File: src/rtl/sdram_rd_arbiter_if.sv
// Bus bundle for sdram_rd_arbiter: two read requesters (LCD, CPU) and the
// single-read SDRAM controller port. The arbiter uses the slave modport; the
// environment driving requests and SDRAM responses uses the master modport.
interface sdram_rd_arbiter_if #(
  parameter int ADDR_W = 25,
  parameter int DATA_W = 16
);
  logic              lcd_req;
  logic [ADDR_W-1:0] lcd_addr;
  logic              lcd_ack;
  logic [DATA_W-1:0] lcd_data;

  logic              cpu_req;
  logic [ADDR_W-1:0] cpu_addr;
  logic              cpu_ack;
  logic [DATA_W-1:0] cpu_data;

  logic              sdram_rd;
  logic [ADDR_W-1:0] sdram_addr;
  logic [DATA_W-1:0] sdram_data;
  logic              sdram_ready;

  modport slave (
    input  lcd_req, lcd_addr, cpu_req, cpu_addr, sdram_data, sdram_ready,
    output lcd_ack, lcd_data, cpu_ack, cpu_data, sdram_rd, sdram_addr
  );

  modport master (
    output lcd_req, lcd_addr, cpu_req, cpu_addr, sdram_data, sdram_ready,
    input  lcd_ack, lcd_data, cpu_ack, cpu_data, sdram_rd, sdram_addr
  );
endinterface

File: src/rtl/sdram_rd_arbiter.sv
// sdram_rd_arbiter: arbitrates LCD and CPU read requests onto a single SDRAM
// read port with exactly one read outstanding (IDLE -> ISSUE -> WAIT -> DONE).
// Default build: LCD has fixed priority, bounded by a starvation counter that
// forces a CPU grant after STARVE_MAX consecutive LCD grants while the CPU waits.
// Optional feature macro SDRAM_ARB_RR_EN: round-robin arbitration instead, and
// the starvation counter is not built.
module sdram_rd_arbiter #(
  parameter int ADDR_W     = 25,
  parameter int DATA_W     = 16,
  parameter int STARVE_MAX = 8
) (
  input  logic                clk,
  input  logic                reset_n,
  sdram_rd_arbiter_if.slave   bus
);

  typedef enum logic [1:0] {IDLE, ISSUE, WAIT, DONE} state_e;
  typedef enum logic {REQ_LCD, REQ_CPU} req_e;

  state_e            state_q, state_d;
  req_e              winner_q, winner_d;
  logic [ADDR_W-1:0] addr_q, addr_d;
  logic [DATA_W-1:0] lcd_data_q, lcd_data_d;
  logic [DATA_W-1:0] cpu_data_q, cpu_data_d;
  logic              any_req;
  logic              grant_cpu;

`ifdef SDRAM_ARB_RR_EN
  // Set when the most recent grant went to the CPU; resets to CPU so LCD wins the first tie.
  logic last_cpu_q, last_cpu_d;
`else
  localparam int SW = $clog2(STARVE_MAX + 1);
  localparam logic [SW-1:0] STARVE_LIM = SW'(STARVE_MAX);
  logic [SW-1:0] starve_q, starve_d;
`endif

  assign any_req = bus.lcd_req | bus.cpu_req;

  // Arbitration decision, only consumed in IDLE.
`ifdef SDRAM_ARB_RR_EN
  assign grant_cpu = bus.cpu_req & (~bus.lcd_req | ~last_cpu_q);
`else
  assign grant_cpu = bus.cpu_req & (~bus.lcd_req | (starve_q == STARVE_LIM));
`endif

  // State register: all flops update together, asynchronously cleared.
  // NOTE: sequential state uses non-blocking (<=) so every flop samples the
  // pre-edge values; blocking here would create order-dependent simulation.
  always_ff @(posedge clk or negedge reset_n) begin
    if (!reset_n) begin
      state_q    <= IDLE;
      winner_q   <= REQ_LCD;
      addr_q     <= '0;
      lcd_data_q <= '0;
      cpu_data_q <= '0;
`ifdef SDRAM_ARB_RR_EN
      last_cpu_q <= 1'b1;
`else
      starve_q   <= '0;
`endif
    end else begin
      state_q    <= state_d;
      winner_q   <= winner_d;
      addr_q     <= addr_d;
      lcd_data_q <= lcd_data_d;
      cpu_data_q <= cpu_data_d;
`ifdef SDRAM_ARB_RR_EN
      last_cpu_q <= last_cpu_d;
`else
      starve_q   <= starve_d;
`endif
    end
  end

  // Next-state logic: arbitration in IDLE, data capture in WAIT.
  always_comb begin
    // NOTE: every variable gets a hold default first so no path leaves it
    // unassigned, which would otherwise infer a latch.
    state_d    = state_q;
    winner_d   = winner_q;
    addr_d     = addr_q;
    lcd_data_d = lcd_data_q;
    cpu_data_d = cpu_data_q;
`ifdef SDRAM_ARB_RR_EN
    last_cpu_d = last_cpu_q;
`else
    starve_d   = starve_q;
`endif

    unique case (state_q)
      IDLE: begin
        if (any_req) begin
          winner_d = grant_cpu ? REQ_CPU : REQ_LCD;
          addr_d   = grant_cpu ? bus.cpu_addr : bus.lcd_addr;
          state_d  = ISSUE;
`ifdef SDRAM_ARB_RR_EN
          last_cpu_d = grant_cpu;
`endif
        end
`ifndef SDRAM_ARB_RR_EN
        // Count LCD grants only while the CPU is waiting; saturate at the limit.
        if (!bus.cpu_req || grant_cpu) begin
          starve_d = '0;
        end else if (bus.lcd_req && (starve_q != STARVE_LIM)) begin
          starve_d = starve_q + SW'(1);
        end
`endif
      end
      ISSUE: state_d = WAIT;
      WAIT: begin
        if (bus.sdram_ready) begin
          if (winner_q == REQ_CPU) cpu_data_d = bus.sdram_data;
          else                     lcd_data_d = bus.sdram_data;
          state_d = DONE;
        end
      end
      DONE:    state_d = IDLE;
      default: state_d = IDLE;
    endcase
  end

  // Outputs: Moore decode of the state register, so reset clears them at once.
  always_comb begin
    bus.sdram_rd   = (state_q == ISSUE);
    bus.sdram_addr = addr_q;
    bus.lcd_ack    = (state_q == DONE) && (winner_q == REQ_LCD);
    bus.cpu_ack    = (state_q == DONE) && (winner_q == REQ_CPU);
    bus.lcd_data   = lcd_data_q;
    bus.cpu_data   = cpu_data_q;
  end

endmodule

File: src/flat_wrapper.sv
// flat-port wrapper written by rule: the top's interface ports become plain ports
module sdram_rd_arbiter_flat 
#(
  parameter int ADDR_W     = 25,
  parameter int DATA_W     = 16,
  parameter int STARVE_MAX = 8
)
  (clk, reset_n, bus_lcd_req, bus_lcd_addr, bus_cpu_req, bus_cpu_addr, bus_sdram_data, bus_sdram_ready, bus_lcd_ack, bus_lcd_data, bus_cpu_ack, bus_cpu_data, bus_sdram_rd, bus_sdram_addr);
  sdram_rd_arbiter_if #(.ADDR_W(ADDR_W), .DATA_W(DATA_W)) bus_i ();
  input  logic clk;
  input  logic reset_n;
  input wire logic [$bits(bus_i.lcd_req)-1:0] bus_lcd_req;
  input wire logic [$bits(bus_i.lcd_addr)-1:0] bus_lcd_addr;
  input wire logic [$bits(bus_i.cpu_req)-1:0] bus_cpu_req;
  input wire logic [$bits(bus_i.cpu_addr)-1:0] bus_cpu_addr;
  input wire logic [$bits(bus_i.sdram_data)-1:0] bus_sdram_data;
  input wire logic [$bits(bus_i.sdram_ready)-1:0] bus_sdram_ready;
  output wire logic [$bits(bus_i.lcd_ack)-1:0] bus_lcd_ack;
  output wire logic [$bits(bus_i.lcd_data)-1:0] bus_lcd_data;
  output wire logic [$bits(bus_i.cpu_ack)-1:0] bus_cpu_ack;
  output wire logic [$bits(bus_i.cpu_data)-1:0] bus_cpu_data;
  output wire logic [$bits(bus_i.sdram_rd)-1:0] bus_sdram_rd;
  output wire logic [$bits(bus_i.sdram_addr)-1:0] bus_sdram_addr;
  assign bus_i.lcd_req = bus_lcd_req;
  assign bus_i.lcd_addr = bus_lcd_addr;
  assign bus_i.cpu_req = bus_cpu_req;
  assign bus_i.cpu_addr = bus_cpu_addr;
  assign bus_i.sdram_data = bus_sdram_data;
  assign bus_i.sdram_ready = bus_sdram_ready;
  assign bus_lcd_ack = bus_i.lcd_ack;
  assign bus_lcd_data = bus_i.lcd_data;
  assign bus_cpu_ack = bus_i.cpu_ack;
  assign bus_cpu_data = bus_i.cpu_data;
  assign bus_sdram_rd = bus_i.sdram_rd;
  assign bus_sdram_addr = bus_i.sdram_addr;
  sdram_rd_arbiter #(.ADDR_W(ADDR_W), .DATA_W(DATA_W), .STARVE_MAX(STARVE_MAX)) u_core (.clk(clk), .reset_n(reset_n), .bus(bus_i));
endmodule
File: config.mk
export PLATFORM = sky130hd
export DESIGN_NAME = sdram_rd_arbiter_flat
export DESIGN_NICKNAME = d
export VERILOG_FILES = /design/src/rtl/sdram_rd_arbiter_if.sv /design/src/rtl/sdram_rd_arbiter.sv /design/src/flat_wrapper.sv
export SDC_FILE = /design/constraint.sdc
export NUM_CORES = 1
export LEC_CHECK = 0
export CORE_UTILIZATION = 31
export CTS_CLUSTER_SIZE = 10
export DETAILED_ROUTE_END_ITERATION = 8
export SLEW_MARGIN = 25
export SYNTH_ARGS = -nofsm -noshare
export SYNTH_HDL_FRONTEND = slang
export SYNTH_SLANG_ARGS = --single-unit
File: constraint.sdc
create_clock -name clk -period 1.9 [get_ports clk]
set_input_delay 0.38 -clock clk [delete_from_list [all_inputs] [get_ports clk]]
set_output_delay 0.38 -clock clk [all_outputs]
set_load 0.02 [all_outputs]
==> run metrics <==
status=completed; Reg clk slew, reported paths=approximately 0.08 ns; largest net degree at the start of global routing=36; dpl cell area=4500 um2; Post-Route WL=8.27 mm; Worst-Skew Late Latency=around 0.34 ns; Ports=131; post-synthesis cell type count=35; setup TNS=0 ns; number of vias per cell=4.72; first-pass GRT wire length=around 14 mm; initial antenna violation count=0; synthesized area=2970 um2; CTS tree=yes; DR vias=2,494; Hold Fails Final Rpt=0; die width=99.9 um; hpwl dp=6.07 mm; total core area=about 9200 um2; vias in the first global route=about 2,600; initial core utilization=32.1%; Antenna Cells=0; final instance area=4680 um2; Die Ht=99.9 um; largest stage delay on the critical path=0.42 ns; P_int=4.51 mW; clock group share of total power=between 15 and 20%; ratio of cells with drive above 1 in the final layout=16.0%; sw frac=38.1%; #FFs+latches synth=64; Critical Path Fanout Max=4; clk_skew=roughly 0.010 ns; Synth Flop Type=dfrtp_1; commonest non-fill, non-tap cell in the layout=clkdlybuf4s50_1; Num CTS Buffers=9; met2 GRT Util=between 20 and 30%; setup violators final=0; setup ws final=about 0.10 ns; most frequent cells in the layout=126 x clkdlybuf4s50_1, 64 x dfrtp_1, 53 x nand2_1; Net Sw Power=2.78 mW; Slew Viols, Final=0; gr ovfl total=0; First DRT Iteration DRCs=106; Pwr Total=7.29 mW; cts hold-fix bufs=0; Mapped Nets=around 330; sequential power share=32.6%; gr busiest metal=met2; Max Cap Viol=0; grt met1 use=23.5%; crit path cell chain=ha_1 > and2_1 > dlygate4sd2_1; CTS Buffer Depth=2; max frequency=0.557 GHz; Comb pwr share=52.1%; Critical Path RT=1.52 ns; GRT Resource Usage Total=between 10% and 20%; mean post-synth cell area=11.7 um2; H-Tree Level Count=3; Yosys warnings=0; gpl congestion=0.724; crit path from=u_core.state_q[0]; Cells after Synth=~250; die area=between 9000 and 10,000 um2; Antenna Nets Post-Route=0; arrival time at the worst endpoint=1.42 ns; Setup crit end kind=output pin; number of cell rows=35; r2r startpoint=u_core.state_q[0]; Clock Tree Root=clkbuf_8; Pwr Density=1560 nW/um2; met3 Track Usage GR=5.43%; sequential-to-total area share from yosys stat=a little over half; min cycle time layout=1.80 ns; average wire per standard cell=15.7 um; port bufs=130; worst slack, placed=0.0352 ns; clock sink count=64; DR pass1 iterations=4; critical path startpoint category=register; fin crit share=94.5%; area growth from synthesis to layout=57.7%; Max stage delay cell, worst path=dfrtp_1; Nets=~470; Slew HR=about four fifths; Worst-Margin Slew=0.316 ns; Setup CP Type=reg2out; Hold Path Class=in2async; Async S/R FF share, synth=100%; Leakage=1.97 nW; RSZ-0062 raised after global routing=false; EDFF count, synth=0; Max IR drop VDD=0.584 mV; Fin Hold WS=0.0329 ns; # DRC=0
[worst max-delay path, delay by kind of cell, from the launching register on]
family / cells / cell delay (ns)
buffers and inverters: 1 / 0.32
adder cells (fa/ha/maj): 1 / 0.21
AND/OR/NAND/NOR: 1 / 0.14
flip-flops: 1 / 0.42
[Yosys cell counts, drive strengths merged, types with 2 or more instances]
| cell | instances | share of area, % |
|---|---|---|
| clkbuf | 5 | 0.63 |
| inv | 7 | 0.89 |
| o2bb2ai | 2 | 0.59 |
| buf | 12 | 2.3 |
| dfrtp | 64 | 54 |
| nand4 | 25 | 5.3 |
| o211ai | 25 | 6.3 |
| nand2b | 2 | 0.42 |
| mux2 | 33 | 14 |
| nand2 | 53 | 6.7 |
| o21ai | 4 | 1.2 |
| ha | 7 | 2.9 |
[cell families (layout without fill, tap and decap cells)]
group | after synthesis | in the layout | share of synthesized area, %
and+or+nand+nor | 89 | 89 | 15.8
DFF | 64 | 64 | 53.9
AOI/OAI and AO/OA | 36 | 36 | 9.44
muxes | 34 | 34 | 14.1
buffers and inverters | 24 | 169 | 3.79
adders and majority gates | 7 | 7 | 2.95
[state kept, by name (all words and copies together) (netlist names)]
signal / count
u_core.state_q: 2
u_core.winner_q: 1
u_core.bus.cpu_data: 16
u_core.bus.sdram_addr: 25
u_core.bus.lcd_data: 16
u_core.starve_q: 4
[metal layers]
layer	vias to the layer above	part of all wire, %
met5	-	0
met4	0	0.66
met3	7	5.6
met2	81	48
met1	1213	46
li1	1193	-
[through the flow]
step	util, %	std cells
6_report	50.7	528
5_1_grt	50.7	528
4_1_cts	50.7	528
3_5_place_dp	48.7	512
3_3_place_gp	48.7	512
2_1_floorplan	-	254
[power by group through the flow]
stage	clock network, mW	registers (mW)	logic [mW]
3_3_place_gp	0	2.37	3.82
2_1_floorplan	0	3.08	1.31
4_1_cts	1.16	2.38	3.86
3_5_place_dp	0	2.40	3.87
6_report	1.11	2.37	3.80
5_1_grt	1.23	2.46	4.09
[cell type report]
cell class | instances | area, um2
Fill cell | 830 | 4560
Sequential cell | 64 | 1600
Timing Repair Buffer | 146 | 1450
Multi-Input combinational cell | 166 | 1250
Tap cell | 129 | 161
Clock buffer | 11 | 151
Clock inverter | 5 | 37.5
Inverter | 7 | 26.3
[repair_timing]
action / in CTS / in global routing
setup endpoints to repair: 3 / 0
hold endpoints to repair: 0 / 0
gates resized for setup: 3 / 0
setup buffers: 0 / 0
[path summary, 6_finish.rpt]
path                                              to  slack, ns  depth (start not counted)
min                          u_core.bus.lcd_data[14]       0.03                          2
min in group clk             u_core.bus.lcd_data[11]       0.49                          1
max in group asynchronous  u_core.bus.sdram_addr[22]       1.66                          2
max                                      bus_cpu_ack       0.10                          3
min reg2reg                  u_core.bus.lcd_data[11]       0.49                          1
max reg2reg                        u_core.state_q[1]       0.31                          5
Note: power is estimated with default switching activity, not from simulation.
